$ cat src/rtl/console_usb_send.sv
// Per-lane USB packet transmitter: latches a send request, streams a 9-byte
// packet over a byte-wide valid/ready link, then holds fd_send until released.
module console_usb_send #(
    parameter logic [7:0]  LANE_ID     = 8'h00,
    parameter logic [31:0] TIMEOUT_NUM = 32'd1_000_000
) (
    input  logic        clk,
    input  logic        rst,
    input  logic        fs_send,
    output logic        fd_send,
    input  logic [3:0]  send_btype,
    input  logic [3:0]  data_idx,
    input  logic [31:0] device_idx,
    output logic [7:0]  tx_data,
    output logic        tx_valid,
    input  logic        tx_ready,
    output logic        tx_err
);

    typedef enum logic [3:0] {
        IDLE = 4'b0001,
        LOAD = 4'b0010,
        SEND = 4'b0100,
        DONE = 4'b1000
    } state_t;

    state_t      state;
    state_t      state_nxt;
    logic [3:0]  btype_q;
    logic [3:0]  didx_q;
    logic [31:0] dev_q;
    logic [7:0]  csum_q;
    logic [3:0]  byte_cnt;
    logic [3:0]  nxt_idx;
    logic [31:0] stall_cnt;
    logic [7:0]  nxt_byte;
    logic        hs;
    logic        stall;
    logic        timeout;

    // Stream contract: a byte moves on every cycle where tx_valid and tx_ready
    // are both high; once raised, tx_valid and tx_data hold until that happens
    // (only a timeout abort may drop tx_valid without a transfer).
    assign hs      = (state == SEND) && tx_ready;
    assign stall   = (state == SEND) && !tx_ready;
    assign timeout = stall && (stall_cnt == TIMEOUT_NUM - 32'd1);
    assign nxt_idx = byte_cnt + 4'd1;

    always_comb begin
        nxt_byte = 8'h00;
        case (nxt_idx)
            4'd1:    nxt_byte = 8'hAA;
            4'd2:    nxt_byte = {btype_q, didx_q};
            4'd3:    nxt_byte = dev_q[31:24];
            4'd4:    nxt_byte = dev_q[23:16];
            4'd5:    nxt_byte = dev_q[15:8];
            4'd6:    nxt_byte = dev_q[7:0];
            4'd7:    nxt_byte = LANE_ID;
            4'd8:    nxt_byte = csum_q;
            default: nxt_byte = 8'h00;
        endcase
    end

    always_ff @(posedge clk or posedge rst) begin
        if (rst) state <= IDLE;
        else     state <= state_nxt;
    end

    always_comb begin
        state_nxt = state;
        tx_valid  = 1'b0;
        fd_send   = 1'b0;
        case (state)
            IDLE: if (fs_send) state_nxt = LOAD;
            LOAD: state_nxt = SEND;
            SEND: begin
                tx_valid = 1'b1;
                if ((hs && byte_cnt == 4'd8) || timeout) state_nxt = DONE;
            end
            DONE: begin
                fd_send = 1'b1;
                if (!fs_send) state_nxt = IDLE;
            end
            default: state_nxt = IDLE;
        endcase
    end

    always_ff @(posedge clk or posedge rst) begin
        if (rst) begin
            btype_q   <= 4'h0;
            didx_q    <= 4'h0;
            dev_q     <= 32'h0;
            csum_q    <= 8'h00;
            byte_cnt  <= 4'd0;
            stall_cnt <= 32'd0;
            tx_data   <= 8'h00;
            tx_err    <= 1'b0;
        end else begin
            case (state)
                IDLE: begin
                    if (fs_send) begin
                        btype_q <= send_btype;
                        didx_q  <= data_idx;
                        dev_q   <= device_idx;
                        tx_err  <= 1'b0;
                    end
                end
                LOAD: begin
                    csum_q    <= {btype_q, didx_q} + dev_q[31:24] + dev_q[23:16]
                               + dev_q[15:8] + dev_q[7:0] + LANE_ID;
                    byte_cnt  <= 4'd0;
                    stall_cnt <= 32'd0;
                    tx_data   <= 8'h55;
                end
                SEND: begin
                    if (tx_ready) begin
                        byte_cnt  <= nxt_idx;
                        stall_cnt <= 32'd0;
                        tx_data   <= nxt_byte;
                    end else begin
                        stall_cnt <= stall_cnt + 32'd1;
                        if (timeout) tx_err <= 1'b1;
                    end
                end
                default: ;
            endcase
        end
    end

endmodule

$ cat config.mk
export PLATFORM = sky130hd
export DESIGN_NAME = console_usb_send
export DESIGN_NICKNAME = d
export VERILOG_FILES = /design/src/rtl/console_usb_send.sv
export SDC_FILE = /design/constraint.sdc
export NUM_CORES = 1
export LEC_CHECK = 0
export ABC_AREA = 0
export ABC_CLOCK_PERIOD_IN_PS = 5000
export CORE_UTILIZATION = 37
export CTS_BUF_LIST = sky130_fd_sc_hd__clkbuf_2 sky130_fd_sc_hd__clkbuf_4 sky130_fd_sc_hd__clkbuf_8
export DETAILED_ROUTE_END_ITERATION = 16
export GPL_ROUTABILITY_DRIVEN = 1
export PLACE_DENSITY = 0.66
export SLEW_MARGIN = 20
export SYNTH_ARGS = -nofsm -noshare
export SYNTH_HDL_FRONTEND = slang
export SYNTH_SLANG_ARGS = --single-unit
export TNS_END_PERCENT = 5
$ cat constraint.sdc
create_clock -name clk -period 5 [get_ports clk]
set_input_delay 0.75 -clock clk [delete_from_list [all_inputs] [get_ports clk]]
set_output_delay 0.75 -clock clk [all_outputs]
set_load 0.005 [all_outputs]
# Word level (Yosys, flattened, before mapping)
# Index checks and enable logic that the tools add are counted.
[totals]
ff_bits = 97
in_bits = 44
wordCells = 63
output_inout_bits = 11
[op_classes]
add_sub_neg = 6
n_reduce_logical = 12
eq_ne = 19
muxes = 17
[ops]
columns = ["operator", "count"]
rows = [
  ["one-hot mux 32 bit (2 select lines)", 1],
  ["one-hot mux 8 bit (7 select lines)", 1],
  ["adder 32 x 1 -> 32 bit, second input constant", 1],
  ["adder 8 bit", 4],
  ["equality test 32 x 20 -> 1 bit, second input constant", 1],
  ["2-to-1 mux 32 bit", 1],
  ["equality test 4 x 3 -> 1 bit, second input constant", 4],
  ["2-to-1 mux 4 bit", 4],
  ["one-hot mux 4 bit (4 select lines)", 1],
  ["one-hot mux 8 bit (2 select lines)", 1],
  ["equality test 4 x 2 -> 1 bit, second input constant", 3],
  ["equality test 4 bit, second input constant", 3],
  ["!= test 2 bit, second input constant", 5],
  ["equality test 4 x 1 -> 1 bit, second input constant", 2],
  ["2-to-1 mux 8 bit", 1],
  ["one-hot mux 4 bit (2 select lines)", 1],
  ["2-to-1 mux 1 bit", 5],
  ["adder 4 x 1 -> 4 bit, second input constant", 1],
  ["logical AND 1 bit", 4],
  ["AND reduction 2 bit", 2],
  ["AND reduction 4 bit", 1],
  ["nonzero test 2 bit", 2],
  ["AND reduction 3 bit", 1],
  ["!= test 2 x 1 -> 1 bit, second input constant", 1],
  ["other kinds (3)", 3],
]

# Longest topological paths before layout
# Gate-level depths: netlist (run 1).
[logic_depth]
word_depth = 6
ltp_mapped = 13
depth_no_buf = 13

# Worst setup path after synthesis (run 1)
# No wires, ideal clock.
[synth_timing]
path_type = "register to register"
from = "register didx_q[1]"
to = "register csum_q[7]"
setup_slack_ns = 1.761
arrival_ns = 3.105
setup_ns = 0.134
required_ns = 4.866
path_stages_with_launch = 14
path_cell_list = "dfrtp_1 inv_1 fa_1 fa_1 fa_1 inv_1 ha_1 inv_1 fa_1 nand2b_1 a21oi_1 o22ai_1 xnor2_1 o21ai_0"
[synth_via]
elab_chain_cells = 4
[synth_lines]
columns = ["item", "line_no", "text"]
rows = [
  ["start, declared", "30", "logic [3:0] didx_q;"],
  ["start signal, assigned", "103", "didx_q <= data_idx;"],
  ["adder 8 bit (2 in series)", "109", "csum_q <= {btype_q, didx_q} + dev_q[31:24] + dev_q[23:16]"],
  ["adder 8 bit (2 in series)", "110", "+ dev_q[15:8] + dev_q[7:0] + LANE_ID;"],
  ["end signal, assigned", "109", ""],
  ["end, declared", "32", "logic [7:0] csum_q;"],
]
# No other way between the ends.
# A chain may end at the register's enable or synchronous reset.

# Worst setup path in the final report (run 1)
# Same ends and word-level chain as after synthesis.

==> qor.txt, run 1 <==
Slew Limit Fails -> 0
Clock tree buffer depth -> 2
Crit Path Max Fanout -> 4
Outcome -> finished clean
Clk Latency, worst-skew pair -> 0.40 ns
Cts bufs inserted -> 9
Detailed Route Iter0 Violations -> 455
Routability congestion estimate -> 0.8803
Largest net degree at the start of global routing -> 74
Post-CTS Repair Setup Buffers -> 0
Gr usage total -> 19.35%
Die height -> 132.3 um
Area of the core -> 0.01658 sq mm
Delay-heaviest family, CP -> adder cells
Pre-antenna DRT Iters -> 5
Tmin final -> 3.507 ns
Vias in the first global route -> 5191
CTS sink count -> 97
Vias -> 5194
Sequential fraction of the synthesis area -> 38.67%
Starting Density -> 37.88%
TNS Setup -> 0 ns
Final WL -> 16180 um
CP required -> 5.31 ns
Peak supply drop -> 338.8 uV
Post-DR wirelength/cell -> 17.86 um
Highest metal used -> met4
Number of remaining DRC errors -> 0
Number of synthesized flops with an enable pin -> 0
Critical Path Max Stage Delay -> 0.56 ns
Setup Viol. Count Final -> 0
Pwr Density -> 768.3 mW/mm^2
RSZ-0062 raised after global routing -> false
Post-synth top cells -> 96 x dfrtp_1, 61 x inv_1, 57 x nand2_1
F_max -> 285.2 MHz
Cell chain of the critical path -> inv_1 -> fa_1 -> fa_1 -> fa_1 -> inv_1 -> ha_1 -> inv_1 -> fa_1 -> nand2b_1 -> a21oi_1 -> o22ai_1 -> xnor2_1 -> o21ai_0
Hold_ws -> 0.5068 ns
Port-buffer cells -> 54
Area contributors post-synth -> dfrtp_1 38%, mux2_2 7.9%, fa_1 6.4%
R2R Setup Slk -> 1.49 ns
CP arrival -> 3.82 ns
Area share of the largest cell type after synthesis -> 38.25%
Post-synth ARST share -> 100.0%
Synthesized area -> 0.006281 sq mm
Synthesis Warnings -> 0
Initial antenna violation count -> 0
Std-Cell Rows -> 47
Most used DFF post-synth -> dfrtp_1
TritonCTS clock tree -> yes
WL met3 -> 906 um
Class of the worst hold path -> reg2reg
Post-Syn Nets -> 724
Crit end category -> flop
Footprint of the multi-input gates -> 0.003475 sq mm
H-tree lvl count -> 3
Routed met2 length -> 7727 um
Die W -> 132.3 um
ANT cells -> 0
Post-CTS Hold Buffers -> 0
Synthesis-to-layout area growth -> 14.22%
Slew margin rel. -> 30.40%
Synth Instances -> 646
Remaining antenna violation count -> 0
Critical path's slowest cell -> fa_1
Register area -> 0.002429 sq mm
Routed met1 length -> 7197 um
Fin nets -> 759
Clock slew seen by the registers of the worst setup and hold paths -> 0.11 ns
Global route overflow -> 0
Clock Skews -> 0.01909 ns
Seq cells post-synth -> 97
Final Hold Vio Count -> 0
Leakage power -> 2.990 nW
First-pass GRT wire length -> 26690 um
Layout cells sized above 1 -> 12.10%
Final worst-path cycle share -> 70.13%
Crit start category -> flop
Tightest Pin Transition -> 1.042 ns
CP bufs+invs -> 3
I/O pins -> 55
Area leader, netlist -> dfrtp_1
Die area -> 0.01750 sq mm
Resized Gates After CTS -> 0
Fill cells -> 1615
CTS root buf -> clkbuf_8
Most common cell in the netlist -> dfrtp_1
Hpwl dp -> 11510 um
Kind of critical path -> reg2reg
Max-Cap Viols -> 0
Yosys cell types -> 72
Syn Area/Cell -> 9.723 sq um
Via density -> 5.733
CP most frequent cell -> fa_1
-- report_power, final --
group / internal, mW / total [mW] / switching (mW) / leakage (nW)
clock network: 0.236 / 0.549 / 0.313 / 0.100
logic: 1.69 / 3.57 / 1.88 / 1.66
registers: 1.06 / 1.39 / 0.335 / 1.23
-- sequential cells by signal (all words and copies together), names as in the netlist --
name and cells:
btype_q 4, byte_cnt 4, csum_q 8, dev_q 32, didx_q 4, stall_cnt 32, state 4, tx_data 8
tx_err 1
-- cells in the final DEF (no fill, tap or decap), types with 8 or more instances in the layout --
master and instances:
inv_1 60, ha_1 14, clkbuf_8 9, o21ai_1 8
o21ai_0 44, fa_1 20, a31oi_1 13, dfrtp_1 96
nand2_1 57, clkdlybuf4s50_1 54, xnor2_1 15, a21oi_1 30
nor2_1 22, and3_1 8, mux2_2 44, nand3_1 23
a32oi_1 8, nand4_1 16
-- worst reg2reg max path, stage by stage, from the launching register on --
cell and delay, ns:
dfrtp_1 0.40, inv_1 0.07, fa_1 0.56, fa_1 0.44, fa_1 0.47, inv_1 0.07, ha_1 0.16, inv_1 0.05
fa_1 0.39, nand2b_1 0.18, a21oi_1 0.21, o22ai_1 0.14, xnor2_1 0.14, o21ai_0 0.14
-- stage by stage --
stage / setup WS [ns] / instance area [sq um] / power [mW] / util, % / std cells
after floorplan: 1.718 / 6281 / 4.057 / - / 646
after global placement: 1.613 / 6973 / 4.803 / 42.05 / 890
after detailed placement: 1.488 / 6973 / 4.957 / 42.05 / 890
after CTS: 1.478 / 7174 / 5.523 / 43.26 / 906
after global routing: 1.228 / 7174 / 6.099 / 43.26 / 906
final: 1.493 / 7174 / 5.512 / 43.26 / 906
-- final timing paths --
kind                               start            end  depth (start not counted)
setup / recovery               didx_q[1]      csum_q[7]                         13
hold / removal             stall_cnt[14]  stall_cnt[14]                          1
setup reg to reg               didx_q[1]      csum_q[7]                         13
hold reg to reg            stall_cnt[14]  stall_cnt[14]                          1
max in group asynchronous            rst     btype_q[0]                          3
min in group asynchronous            rst   stall_cnt[6]                          2
-- cell type report --
| class | count | share of cell area (%) |
|---|---|---|
| clock buffers | 9 | 1.727 |
| multi-input cells | 455 | 48.43 |
| repair buffers | 57 | 7.848 |
| inverters | 61 | 3.226 |
| clock inverters | 7 | 1.081 |
| well taps | 220 | 3.837 |
| flip-flops and latches | 97 | 33.85 |
-- routing by layer --
metal / global-route usage (%) / up-vias
li1: - / 2388
met1: 25.73 / 2586
met2: 31.19 / 190
met3: 3.691 / 30
met4: 7.471 / 0
met5: 0 / -
-- cell families after synthesis --
| group | synth area share [%] |
|---|---|
| AO/OA/AOI/OAI | 16.59 |
| AND/OR/NAND/NOR | 18.05 |
| flip-flops | 38.67 |
| adder cells (fa/ha/maj) | 9.163 |
| multiplexers | 8.845 |
| buffers and inverters | 6.036 |
| XOR/XNOR | 2.649 |
Power figures use the tool's default switching activity.
==> inputs of run 2 (changes only) <==
--- a/config.mk
+++ b/config.mk
@@ -6,7 +6,7 @@
 export NUM_CORES = 1
 export LEC_CHECK = 0
 export ABC_AREA = 0
-export ABC_CLOCK_PERIOD_IN_PS = 5000
+export ABC_CLOCK_PERIOD_IN_PS = 3700
 export CORE_UTILIZATION = 37
 export CTS_BUF_LIST = sky130_fd_sc_hd__clkbuf_2 sky130_fd_sc_hd__clkbuf_4 sky130_fd_sc_hd__clkbuf_8
 export DETAILED_ROUTE_END_ITERATION = 16
==> constraint.sdc (replaced) <==
create_clock -name clk -period 3.7 [get_ports clk]
set_input_delay 0.555 -clock clk [delete_from_list [all_inputs] [get_ports clk]]
set_output_delay 0.555 -clock clk [all_outputs]
set_load 0.005 [all_outputs]
==> qor.txt, run 2 (same netlist as run 1, synthesis figures left out) <==
Outcome -> finished clean
F_max -> 281.1 MHz
Gr usage total -> 20.00%
Detailed Route Iter0 Violations -> 385
CTS root buf -> clkbuf_8
Initial antenna violation count -> 0
TNS Setup -> 0 ns
Setup Viol. Count Final -> 0
Fin cells -> 911
Slew margin rel. -> 33.37%
R2r startpoint -> didx_q[1]
Global route overflow -> 0
Min-Delay Startpoint -> btype_q[0]
Fin nets -> 764
Largest net degree at the start of global routing -> 60
Leakage power -> 3.020 nW
Final Hold Vio Count -> 0
Worst Hold End -> btype_q[0]
Sw frac -> 45.86%
Max-Cap Viols -> 0
Via density -> 5.724
Vias -> 5215
Most frequent cells in the layout -> 96 x dfrtp_1, 60 x inv_1, 57 x nand2_1
Overall Power -> 7.539 mW
Register area -> 0.002429 sq mm
Kind of critical path -> reg2reg
Pwr Density -> 1043 mW/mm^2
CTS sink count -> 97
Vias in the first global route -> 5424
Critical Path Max Stage Delay -> 0.57 ns
R2R depth -> 13
Post-CTS Repair Setup Buffers -> 0
Tmin final -> 3.557 ns
Footprint of the multi-input gates -> 0.003478 sq mm
Crit end category -> flop
Die height -> 132.3 um
Post-layout worst setup margin -> 0.1427 ns
Fill cells -> 1599
Clock tree buffer depth -> 2
Port-buffer cells -> 54
Sequential Power Share -> 25.0%
Critical path's slowest cell -> fa_1
Pre-antenna DRT Iters -> 5
Sw Pwr -> 3.457 mW
Crit start category -> flop
RSZ-0062 raised after global routing -> false
Number of remaining DRC errors -> 0
Std-Cell Rows -> 47
Die area -> 0.01750 sq mm
Die W -> 132.3 um
Resized Gates After CTS -> 0
Clock slew seen by the registers of the worst setup and hold paths -> 0.10 ns
Biggest regs -> dev_q: 32 flops, stall_cnt: 32 flops
I/O pins -> 55
Area after DPL -> 0.007023 sq mm
Layout cells sized above 1 -> 12.88%
R2R Setup Slk -> 0.14 ns
Dpl ws -> 0.1404 ns
Comb power frac -> 65.3%
Final WL -> 16500 um
CP bufs+invs -> 3
Hold_ws -> 0.5299 ns
CP arrival -> 3.85 ns
First-pass GRT wire length -> 27740 um
Clock share of power -> 9.8%
Placed cell count -> 895
Post-Route Utilization -> 43.59%
CP required -> 3.99 ns
Worst hold stages -> 1
CP most frequent cell -> fa_1
Cts bufs inserted -> 9
Worst r2r dst -> csum_q[7]
Post-route cell area -> 0.007229 sq mm
Hpwl dp -> 11810 um
Tightest Pin Transition -> 0.9994 ns
Class of the worst hold path -> reg2reg
Starting Density -> 37.88%
Post-DR wirelength/cell -> 18.11 um
TritonCTS clock tree -> yes
Clock Skews -> 0.01721 ns
Area of the core -> 0.01658 sq mm
Routability congestion estimate -> 0.8817
Synthesis-to-layout area growth -> 15.10%
Post-CTS Hold Buffers -> 0
Delay-heaviest family, CP -> adder cells
H-tree lvl count -> 3
Crit Path Max Fanout -> 4
Remaining antenna violation count -> 0
Clk Latency, worst-skew pair -> 0.39 ns
P_int -> 4.082 mW
Slew Limit Fails -> 0
Most common cell after layout, fill and taps aside -> dfrtp_1
Cell chain of the critical path -> inv_1 -> fa_1 -> fa_1 -> fa_1 -> inv_1 -> ha_1 -> inv_1 -> fa_1 -> nand2b_1 -> a21oi_2 -> o22ai_1 -> xnor2_1 -> o21ai_0
ANT cells -> 0
Final worst-path cycle share -> 96.14%
Peak supply drop -> 490.9 uV
[run 2: cell types whose count changed in the layout (fill, tap and decap cells not counted), sizes merged]
cell    change
inv         -1
buf         +5
clkbuf      +2
clkinv      -1
[run 2: area by class of cell]
cell class | instances | area share, %
Tap cell | 220 | 3.808
Multi-Input combinational cell | 455 | 48.11
Clock inverter | 5 | 0.8827
Sequential cell | 97 | 33.59
Inverter | 61 | 3.202
Timing Repair Buffer | 62 | 8.480
Clock buffer | 11 | 1.921
[run 2: worst max path at each step]
stage	endpoint	cells past startpoint	startpoint	slack, ns
4_1_cts	csum_q[7]	13	didx_q[1]	0.11
5_1_grt	csum_q[6]	13	didx_q[2]	0.04
6_report	csum_q[7]	13	didx_q[1]	0.14
3_5_place_dp	csum_q[7]	13	didx_q[1]	0.14
2_1_floorplan	csum_q[7]	13	didx_q[1]	0.46
3_3_place_gp	csum_q[7]	13	didx_q[1]	0.32
[run 2: worst reg2reg max path, cell delays in order, from the launching register on]
cell,delay [ns]
dfrtp_1,0.41
inv_1,0.08
fa_1,0.57
fa_1,0.45
fa_1,0.46
inv_1,0.07
ha_1,0.17
inv_1,0.06
fa_1,0.39
nand2b_1,0.19
a21oi_2,0.17
o22ai_1,0.12
xnor2_1,0.14
o21ai_0,0.20
[run 2: power groups by stage]
stage / Combinational (mW) / Clock (mW) / Sequential, mW
after floorplan: 3.76 / 0 / 1.72
after global placement: 4.65 / 0 / 1.86
after detailed placement: 4.86 / 0 / 1.89
after CTS: 4.88 / 0.754 / 1.87
after global routing: 5.49 / 0.793 / 1.94
final: 4.92 / 0.736 / 1.88
[run 2: routing by layer]
metal	up-vias	global-route usage [%]	wire length (um)
met3	16	3.922	1208
li1	2394	-	-
met1	2585	26.00	6979
met5	-	0	0
met4	0	6.833	218
met2	220	33.27	8089
